===== src/rtl/stream_perf_monitor.sv =====
`default_nettype none
// ============================================================================
//  Module   : stream_perf_monitor
//  Purpose  : Passive per-channel valid/ready transfer and stall counter with
//             a start/stop/length-bounded measurement window, plus producer
//             (ch 0) to consumer (ch NUM_CH-1) in-flight occupancy tracking.
//  Revision : 1.0 - initial release
// ============================================================================
module stream_perf_monitor #(
   parameter  int NUM_CH    = 2,
   parameter  int CNT_WIDTH = 32,
   parameter  int WIN_WIDTH = 32,
   localparam int SEL_W     = (NUM_CH > 1) ? $clog2(NUM_CH) : 1
) (
   input  logic                 ap_clk,
   input  logic                 ap_rst_n,
   input  logic [NUM_CH-1:0]    valid,
   input  logic [NUM_CH-1:0]    ready,
   input  logic                 start,
   input  logic                 stop,
   input  logic                 clear,
   input  logic [WIN_WIDTH-1:0] win_len,
   input  logic [SEL_W-1:0]     rd_sel,
   output logic [CNT_WIDTH-1:0] rd_xfer,
   output logic [CNT_WIDTH-1:0] rd_stall,
   output logic [WIN_WIDTH-1:0] cycle_cnt,
   output logic [CNT_WIDTH-1:0] inflight,
   output logic                 busy,
   output logic                 done,
   output logic [NUM_CH-1:0]    sat,
   output logic                 underflow
);

   localparam logic [CNT_WIDTH-1:0] CNT_MAX  = {CNT_WIDTH{1'b1}};
   localparam logic [CNT_WIDTH-1:0] CNT_ONE  = {{(CNT_WIDTH-1){1'b0}}, 1'b1};
   localparam logic [WIN_WIDTH-1:0] WIN_MAX  = {WIN_WIDTH{1'b1}};
   localparam logic [WIN_WIDTH-1:0] WIN_ONE  = {{(WIN_WIDTH-1){1'b0}}, 1'b1};
   localparam logic [SEL_W:0]       NUM_CH_X = NUM_CH[SEL_W:0];

   typedef enum logic [1:0] {
      S_IDLE = 2'd0,
      S_RUN  = 2'd1,
      S_DONE = 2'd2
   } state_t;

   state_t               state;
   logic [WIN_WIDTH-1:0] win_q;
   logic [CNT_WIDTH-1:0] xfer  [NUM_CH];
   logic [CNT_WIDTH-1:0] stall [NUM_CH];

   logic do_start;
   logic counting;
   logic last_cycle;
   logic prod;
   logic cons;

   // Decode this cycle's control action; clear beats start beats stop.
   always_comb begin
      do_start   = !clear && start && (state != S_RUN);
      counting   = !clear && (state == S_RUN) && !stop;
      last_cycle = counting && (win_q != '0) && (cycle_cnt == (win_q - WIN_ONE));
      prod       = valid[0] & ready[0];
      cons       = valid[NUM_CH-1] & ready[NUM_CH-1];
   end

   // Window state machine with registered busy/done.
   always_ff @(posedge ap_clk) begin
      if (!ap_rst_n) begin
         state <= S_IDLE;
         busy  <= 1'b0;
         done  <= 1'b0;
         win_q <= '0;
      end else begin
         done <= 1'b0;
         if (clear) begin
            state <= S_IDLE;
            busy  <= 1'b0;
         end else begin
            case (state)
               S_IDLE, S_DONE: begin
                  if (start) begin
                     state <= S_RUN;
                     busy  <= 1'b1;
                     win_q <= win_len;
                  end
               end
               S_RUN: begin
                  // A stop cycle is not counted; the window's last cycle is.
                  if (stop || last_cycle) begin
                     state <= S_DONE;
                     busy  <= 1'b0;
                     done  <= 1'b1;
                  end
               end
               default: begin
                  state <= S_IDLE;
                  busy  <= 1'b0;
               end
            endcase
         end
      end
   end

   // Saturating window counters, sticky flags and in-flight occupancy.
   always_ff @(posedge ap_clk) begin
      if (!ap_rst_n || clear || do_start) begin
         for (int c = 0; c < NUM_CH; c++) begin
            xfer[c]  <= '0;
            stall[c] <= '0;
         end
         sat       <= '0;
         cycle_cnt <= '0;
         inflight  <= '0;
         underflow <= 1'b0;
      end else if (counting) begin
         if (cycle_cnt != WIN_MAX) begin
            cycle_cnt <= cycle_cnt + WIN_ONE;
         end
         for (int c = 0; c < NUM_CH; c++) begin
            if (valid[c] && ready[c] && (xfer[c] != CNT_MAX)) begin
               xfer[c] <= xfer[c] + CNT_ONE;
               if (xfer[c] == (CNT_MAX - CNT_ONE)) begin
                  sat[c] <= 1'b1;
               end
            end
            if (valid[c] && !ready[c] && (stall[c] != CNT_MAX)) begin
               stall[c] <= stall[c] + CNT_ONE;
               if (stall[c] == (CNT_MAX - CNT_ONE)) begin
                  sat[c] <= 1'b1;
               end
            end
         end
         // Simultaneous producer and consumer transfers cancel out.
         if (prod && !cons) begin
            if (inflight != CNT_MAX) begin
               inflight <= inflight + CNT_ONE;
            end
         end else if (cons && !prod) begin
            if (inflight == '0) begin
               underflow <= 1'b1;
            end else begin
               inflight <= inflight - CNT_ONE;
            end
         end
      end
   end

   // Registered readout mux; selects beyond the last channel read zero.
   always_ff @(posedge ap_clk) begin
      if (!ap_rst_n) begin
         rd_xfer  <= '0;
         rd_stall <= '0;
      end else if ({1'b0, rd_sel} < NUM_CH_X) begin
         rd_xfer  <= xfer[rd_sel];
         rd_stall <= stall[rd_sel];
      end else begin
         rd_xfer  <= '0;
         rd_stall <= '0;
      end
   end

endmodule
`default_nettype wire

===== config.mk =====
export PLATFORM = sky130hd
export DESIGN_NAME = stream_perf_monitor
export DESIGN_NICKNAME = d
export VERILOG_FILES = /design/src/rtl/stream_perf_monitor.sv
export SDC_FILE = /design/constraint.sdc
export NUM_CORES = 1
export LEC_CHECK = 0
export ABC_CLOCK_PERIOD_IN_PS = 4900
export BUFFER_PORTS_ARGS = -buffer_cell sky130_fd_sc_hd__buf_4
export CORE_MARGIN = 4
export CORE_UTILIZATION = 50
export CTS_BUF_LIST = sky130_fd_sc_hd__clkbuf_4 sky130_fd_sc_hd__clkbuf_8
export DETAILED_ROUTE_END_ITERATION = 12
export PLACE_DENSITY = 0.8
export SETUP_SLACK_MARGIN = 0.15
export SLEW_MARGIN = 30
export SYNTH_ARGS = -nofsm -noshare
export SYNTH_HDL_FRONTEND = slang
export SYNTH_SLANG_ARGS = --single-unit
export TNS_END_PERCENT = 20

===== constraint.sdc =====
create_clock -name ap_clk -period 4.9 [get_ports ap_clk]
set_input_delay 0.98 -clock ap_clk [delete_from_list [all_inputs] [get_ports ap_clk]]
set_output_delay 0.98 -clock ap_clk [all_outputs]
set_load 0.02 [all_outputs]

==> impl_metrics.env, run 1 <==
export IMPL_clk_path_buf_depth=3
export IMPL_root_buffer="clkbuf_8"
export IMPL_cp_start_kind="input port"
export IMPL_yosysTopAreaCell="edfxtp_1"
export IMPL_layout_common_cells="nor2_1, buf_4, dfxtp_1"
export IMPL_end_kind="register"
export IMPL_holdPathStages=2
export IMPL_dieArea_um2=34700
export IMPL_port_buffers=174
export IMPL_globalRouteOverflowTotal=0
export IMPL_synth_seq_area_share_pct=45.2
export IMPL_power_density_nw_per_um2=301
export IMPL_grt_total_usage_pct=22.9
export IMPL_io_pin_count=175
export IMPL_r2r_cells=9
export IMPL_fin_crit_sh_pct=77.8
export IMPL_worst_ir_drop_vdd_v=0.000261
export IMPL_final_cell_area_um2=18800
export IMPL_drt_iter0_markers=823
export IMPL_first_pass_iters=5
export IMPL_path_class="in2reg"
export IMPL_clkTransAtPathRegs_ns=0.06
export IMPL_grt_pass1_vias=12980
export IMPL_die_w_um=186
export IMPL_slowest_delay_ns=0.40
export IMPL_cts_inserted_buffers=51
export IMPL_slew_headroom_pct=37.5
export IMPL_slowest_stage="nor4_1"
export IMPL_grt_pass1_wl_mm=66.4
export IMPL_routed_via_count=13442
export IMPL_wl_mm=41.5
export IMPL_ys_ff_latch=295
export IMPL_yosys_area_top_type_share_pct=24.2
export IMPL_fin_setup_tns_ns=0
export IMPL_tightest_slew_ns=0.934
export IMPL_fin_util_pct=59.6
export IMPL_cp_max_fo=13
export IMPL_cts_setup_buffers=0
export IMPL_cts_htree_levels=2
export IMPL_postCtsHoldBufs=0
export IMPL_antenna_found_initial=0
export IMPL_grt_max_degree=98
export IMPL_arrival_ns=4.34
export IMPL_dieHeight_um=186
export IMPL_post_cts_resize_count=0
export IMPL_gp_congestion=0.921
export IMPL_hold_viol=0
export IMPL_post_dp_hpwl_mm=29.1
export IMPL_path_cells="buf_4 -> nand2_1 -> inv_1 -> ha_1 -> inv_1 -> buf_4 -> ha_1 -> a211oi_1 -> o21ba_1 -> o21a_1 -> nor4_1 -> o21ai_1 -> a211oi_1 -> o211ai_1 -> and3b_1 -> o31ai_1"
export IMPL_final_common_cell="nor2_1"
export IMPL_grt_setup_unrepaired="false"
export IMPL_cap_violations=0
export IMPL_ys_warn_count=0
export IMPL_cts_sinks=295
export IMPL_post_drt_wl_per_cell_um=17.6
export IMPL_synth_cell_type_count=74
export IMPL_maxSlewViolCount=0
export IMPL_status="complete, no violations"
export IMPL_cts_tree="yes"
export IMPL_synth_edff_count=128
export IMPL_synth_ff_type="dfxtp_1"
export IMPL_min_period_ns=3.81
export IMPL_core_um2=31500
export IMPL_rows=65
export IMPL_synthArstFlopShare_pct=0
export IMPL_hp_class="reg2reg"
export IMPL_crit_required_ns=5.43
export IMPL_clock_skew_ns=0.0198
export IMPL_final_fill_count=2690
export IMPL_diodes=0
export IMPL_drc_errors=0
export IMPL_start_util_pct=50.6
export IMPL_final_nets=2002
export IMPL_synthCells=1745
export IMPL_placement_cell_area_um2=17600
export IMPL_fin_hold_ws_ns=0.474
export IMPL_syn_area_um2=15900
export IMPL_synth_fp_nets=1830
export IMPL_viasPerCell=5.69
export IMPL_clock_fmax_ghz=0.262
export IMPL_leakagePower_nw=7.50
export IMPL_finalSetupViolations=0
export IMPL_drtAntennaViolNets=0
export IMPL_area_growth_pct=17.9
export IMPL_syn_area_per_cell_um2=9.12
export IMPL_synth_area_leaders="edfxtp_1, dfxtp_1, nor2_1, xor2_1, mux2i_1"
export IMPL_clock_latency_ns=0.62
export IMPL_drive_gt1_share_pct=15.9
## critical path: cells and delay by family
kind            cells  cell delay (ns)
fa+ha+maj           2             0.66
buf+inv             4             0.49
simple gates        3             0.76
compound gates      7             1.45
## layout make-up
class	instances	area, um^2	area share [%]
flip-flops and latches	295	7190	38.3
inverters	29	109	0.580
well taps	402	503	2.68
clock inverters	21	174	0.927
repair buffers	196	1480	7.89
multi-input cells	1344	8360	44.6
clock buffers	74	943	5.03
## where the power goes
group / leakage (nW) / internal, mW / switching, mW
registers: 2.84 / 2.64 / 0.0870
logic: 4.06 / 0.207 / 0.295
clock network: 0.603 / 1.36 / 1.07
## registers in the layout, summed over array words and instances, names as in the netlist
| register | flops |
|---|---|
| stall | 64 |
| cycle_cnt | 32 |
| inflight | 32 |
| busy | 1 |
| sat | 2 |
| rd_stall | 32 |
| done | 1 |
| win_q | 32 |
| rd_xfer | 32 |
| underflow | 1 |
| state | 2 |
| xfer | 64 |
## through the flow
stage / setup WS (ns) / cells / total power, mW
after floorplan: 0.558 / 1745 / 3.10
after global placement: 0.563 / 2266 / 3.26
after detailed placement: 0.497 / 2266 / 3.27
after CTS: 1.16 / 2361 / 5.71
after global routing: 0.754 / 2361 / 5.89
final: 1.09 / 2361 / 5.65
## Yosys cell counts, types with 6 or more instances
cell / n
and2_1: 21
nor4_1: 20
a211oi_1: 13
nand2b_1: 10
and3_1: 34
buf_1: 6
ha_1: 42
a21o_1: 13
edfxtp_1: 128
nand2_1: 167
xnor2_1: 80
xor2_1: 133
dfxtp_1: 167
and4_1: 21
nand3_1: 89
nor3_1: 26
nand4_1: 51
nor2_1: 316
o21a_1: 6
or3_1: 10
o21ai_0: 34
a21oi_1: 81
clkbuf_1: 67
inv_1: 27
mux2i_1: 76
or4_1: 12
## per-layer routing
layer  up-vias  GRT usage (%)  routed length, um
met5         -              0                  0
met4         0           7.05               1040
met3        77           5.39               2840
met2       436           37.5              19400
met1      6414           30.2              18200
li1       6515              -                  -
## kinds of logic (layout without fill, tap and decap cells)
| family | Yosys count | after routing | synth area share (%) |
|---|---|---|---|
| AND/OR/NAND/NOR | 804 | 804 | 24.0 |
| buffers and inverters | 106 | 320 | 2.57 |
| XOR/XNOR | 213 | 213 | 11.7 |
| flip-flops | 295 | 295 | 45.2 |
| AO/OA/AOI/OAI | 208 | 208 | 8.34 |
| adder cells (fa/ha/maj) | 43 | 43 | 3.43 |
| multiplexers | 76 | 76 | 4.78 |
## final timing paths
path,slack (ns),start,to
worst max-delay path,1.09,valid[0],inflight[30]
worst min-delay path,0.47,underflow,underflow
worst max register to register,1.37,stall[1][2],stall[1][10]
worst min register to register,0.47,underflow,underflow
No activity file was read; power rests on OpenSTA's default activity.
==> inputs of run 2 (changes only) <==
- ABC_AREA: unset -> 1
- ABC_CLOCK_PERIOD_IN_PS: 4900 -> 3910
- PLACE_DENSITY: 0.8 -> 0.79
- clock period: 4.9 -> 3.91 ns (I/O delays scaled with it)
==> impl_metrics.env, run 2 <==
export IMPL_first_pass_iters=8
export IMPL_post_cts_resize_count=0
export IMPL_rows=67
export IMPL_grt_pass1_vias=14929
export IMPL_p_total_mw=7.27
export IMPL_diodes=0
export IMPL_grt_pass1_wl_mm=74.2
export IMPL_regArea_um2=7190
export IMPL_min_period_ns=3.17
export IMPL_reg2reg_slack_ns=0.93
export IMPL_final_common_cell="nand2_1"
export IMPL_p_switching_mw=1.93
export IMPL_power_density_nw_per_um2=365
export IMPL_die_w_um=192
export IMPL_cap_violations=0
export IMPL_cts_setup_buffers=0
export IMPL_clock_skew_ns=0.0218
export IMPL_gp_congestion=0.936
export IMPL_cts_inserted_buffers=50
export IMPL_hp_class="in2reg"
export IMPL_clk_path_buf_depth=3
export IMPL_grt_total_usage_pct=24.7
export IMPL_clkTransAtPathRegs_ns=0.06
export IMPL_final_nets=2479
export IMPL_drive_gt1_share_pct=15.6
export IMPL_hold_viol=0
export IMPL_start_util_pct=50.6
export IMPL_yosys_area_top_type_share_pct=22.6
export IMPL_port_buffers=174
export IMPL_fin_util_pct=59.4
export IMPL_clock_latency_ns=0.63
export IMPL_synth_area_leaders="edfxtp_1, dfxtp_1, nand2_1, nor2_1, a21oi_1"
export IMPL_synth_most_common_cell="nand2_1"
export IMPL_final_cell_area_um2=19900
export IMPL_worst_ir_drop_vdd_v=0.000292
export IMPL_tightest_slew_ns=0.737
export IMPL_core_um2=33500
export IMPL_fin_setup_tns_ns=0
export IMPL_end_kind="register"
export IMPL_cp_start_kind="input port"
export IMPL_synth_edff_count=128
export IMPL_comb_power_share_pct=10.8
export IMPL_final_fill_count=3024
export IMPL_wl_mm=46.8
export IMPL_yosysTopAreaCell="edfxtp_1"
export IMPL_grt_max_degree=79
export IMPL_cts_htree_levels=2
export IMPL_leakagePower_nw=8.16
export IMPL_dieArea_um2=37000
export IMPL_cts_tree="yes"
export IMPL_ys_warn_count=0
export IMPL_multi_input_area_um2=8560
export IMPL_drc_errors=0
export IMPL_globalRouteOverflowTotal=0
export IMPL_io_pin_count=175
export IMPL_placement_cell_area_um2=18800
export IMPL_antenna_found_initial=0
export IMPL_ys_ff_latch=295
export IMPL_path_class="in2reg"
export IMPL_slew_headroom_pct=50.9
export IMPL_synth_fp_nets=2288
export IMPL_finalSetupViolations=0
export IMPL_switching_share_pct=26.5
export IMPL_top_regs="stall (64), xfer (64)"
export IMPL_pwr_share_seq_pct=47.0
export IMPL_root_buffer="clkbuf_8"
export IMPL_maxSlewViolCount=0
export IMPL_cts_sinks=295
export IMPL_synthArstFlopShare_pct=0
export IMPL_crit_required_ns=4.43
export IMPL_syn_area_um2=17000
export IMPL_area_growth_pct=17.3
export IMPL_fin_hold_ws_ns=0.435
export IMPL_layout_common_cells="nand2_1, nor2_1, inv_1"
export IMPL_clock_fmax_ghz=0.315
export IMPL_routed_via_count=15662
export IMPL_grt_setup_unrepaired="false"
export IMPL_post_drt_wl_per_cell_um=16.2
export IMPL_fin_crit_sh_pct=81.1
export IMPL_p_int_mw=5.34
export IMPL_synth_ff_type="dfxtp_1"
export IMPL_synth_cell_type_count=56
export IMPL_drt_iter0_markers=1214
export IMPL_postCtsHoldBufs=0
export IMPL_viasPerCell=5.44
export IMPL_p_clk_share_pct=42.1
export IMPL_synth_common_cells="nand2_1, nor2_1, inv_1, a21oi_1, dfxtp_1"
export IMPL_cp_max_fo=13
export IMPL_synth_seq_area_share_pct=42.3
export IMPL_drtAntennaViolNets=0
export IMPL_status="complete, no violations"
export IMPL_post_dp_hpwl_mm=35.1
export IMPL_dieHeight_um=192
export IMPL_synthCells=2203
export IMPL_arrival_ns=3.69
export IMPL_syn_area_per_cell_um2=7.71
## run 2: cell count changes in the layout (fill, tap and decap cells not counted), sizes merged, moves of 36 or more
cell / previous run / this run
nor3: 26 / 92
mux2i: 76 / 0
inv: 29 / 264
xor2: 133 / 60
nand2: 167 / 396
a21oi: 81 / 201
o21ai: 38 / 149
xnor2: 80 / 44
## run 2: final timing paths
| check | from | cells after the start | to |
|---|---|---|---|
| max | ready[0] | 20 | inflight[26] |
| min | win_len[21] | 3 | win_q[21] |
| min reg2reg | underflow | 2 | underflow |
| max reg2reg | stall[1][1] | 11 | stall[0][20] |
## run 2: metal layers
metal	up-vias	track usage, %	wire (um)
met1	7235	32.4	20100
met2	524	41.2	22100
li1	7804	-	-
met4	0	7.98	1340
met5	-	0	0
met3	99	4.83	3230
## run 2: per-stage QoR
stage | setup slack, ns | std cells
2_1_floorplan | -0.0217 | 2203
3_5_place_dp | 0.157 | 2790
3_3_place_gp | 0.232 | 2790
5_1_grt | 0.465 | 2880
6_report | 0.740 | 2880
4_1_cts | 0.824 | 2880
## run 2: layout make-up
cell class              count  share of cell area (%)
multi-input cells        1587                    43.0
flip-flops and latches    295                    36.1
repair buffers            195                    7.48
inverters                 265                    4.99
clock buffers              77                    4.98
well taps                 448                    2.81
clock inverters            13                   0.666
## run 2: cells by family (layout without fill, tap and decap cells)
group | after synthesis | count (layout) | share of synthesized area [%]
adders and majority gates | 43 | 43 | 3.21
AOI/OAI and AO/OA | 405 | 405 | 12.9
xor gates and xnor gates | 105 | 105 | 5.50
DFF | 295 | 295 | 42.3
and+or+nand+nor | 1034 | 1034 | 28.8
buffers and inverters | 321 | 550 | 7.31
## run 2: critical path: stages
cell and delay (ns):
buf_4 0.09, nand2_1 0.06, inv_1 0.09, ha_1 0.32
inv_1 0.24, buf_12 0.21, ha_1 0.34, a21o_1 0.21
a21oi_1 0.12, nand2_1 0.10, nand2_1 0.08, o211ai_1 0.21
nand2_1 0.12, nand2_1 0.09, a21oi_1 0.26, o21ai_0 0.12
nand2_1 0.07, nand3_1 0.07, nand2_1 0.07, inv_1 0.03
## run 2: power groups by stage
stage	Clock, mW	Combinational [mW]	Sequential, mW
floorplan	0	0.487	3.50
global placement	0	0.772	3.48
detailed placement	0	0.781	3.48
CTS	3.13	0.786	3.42
global route	3.28	0.879	3.43
finish	3.06	0.789	3.42
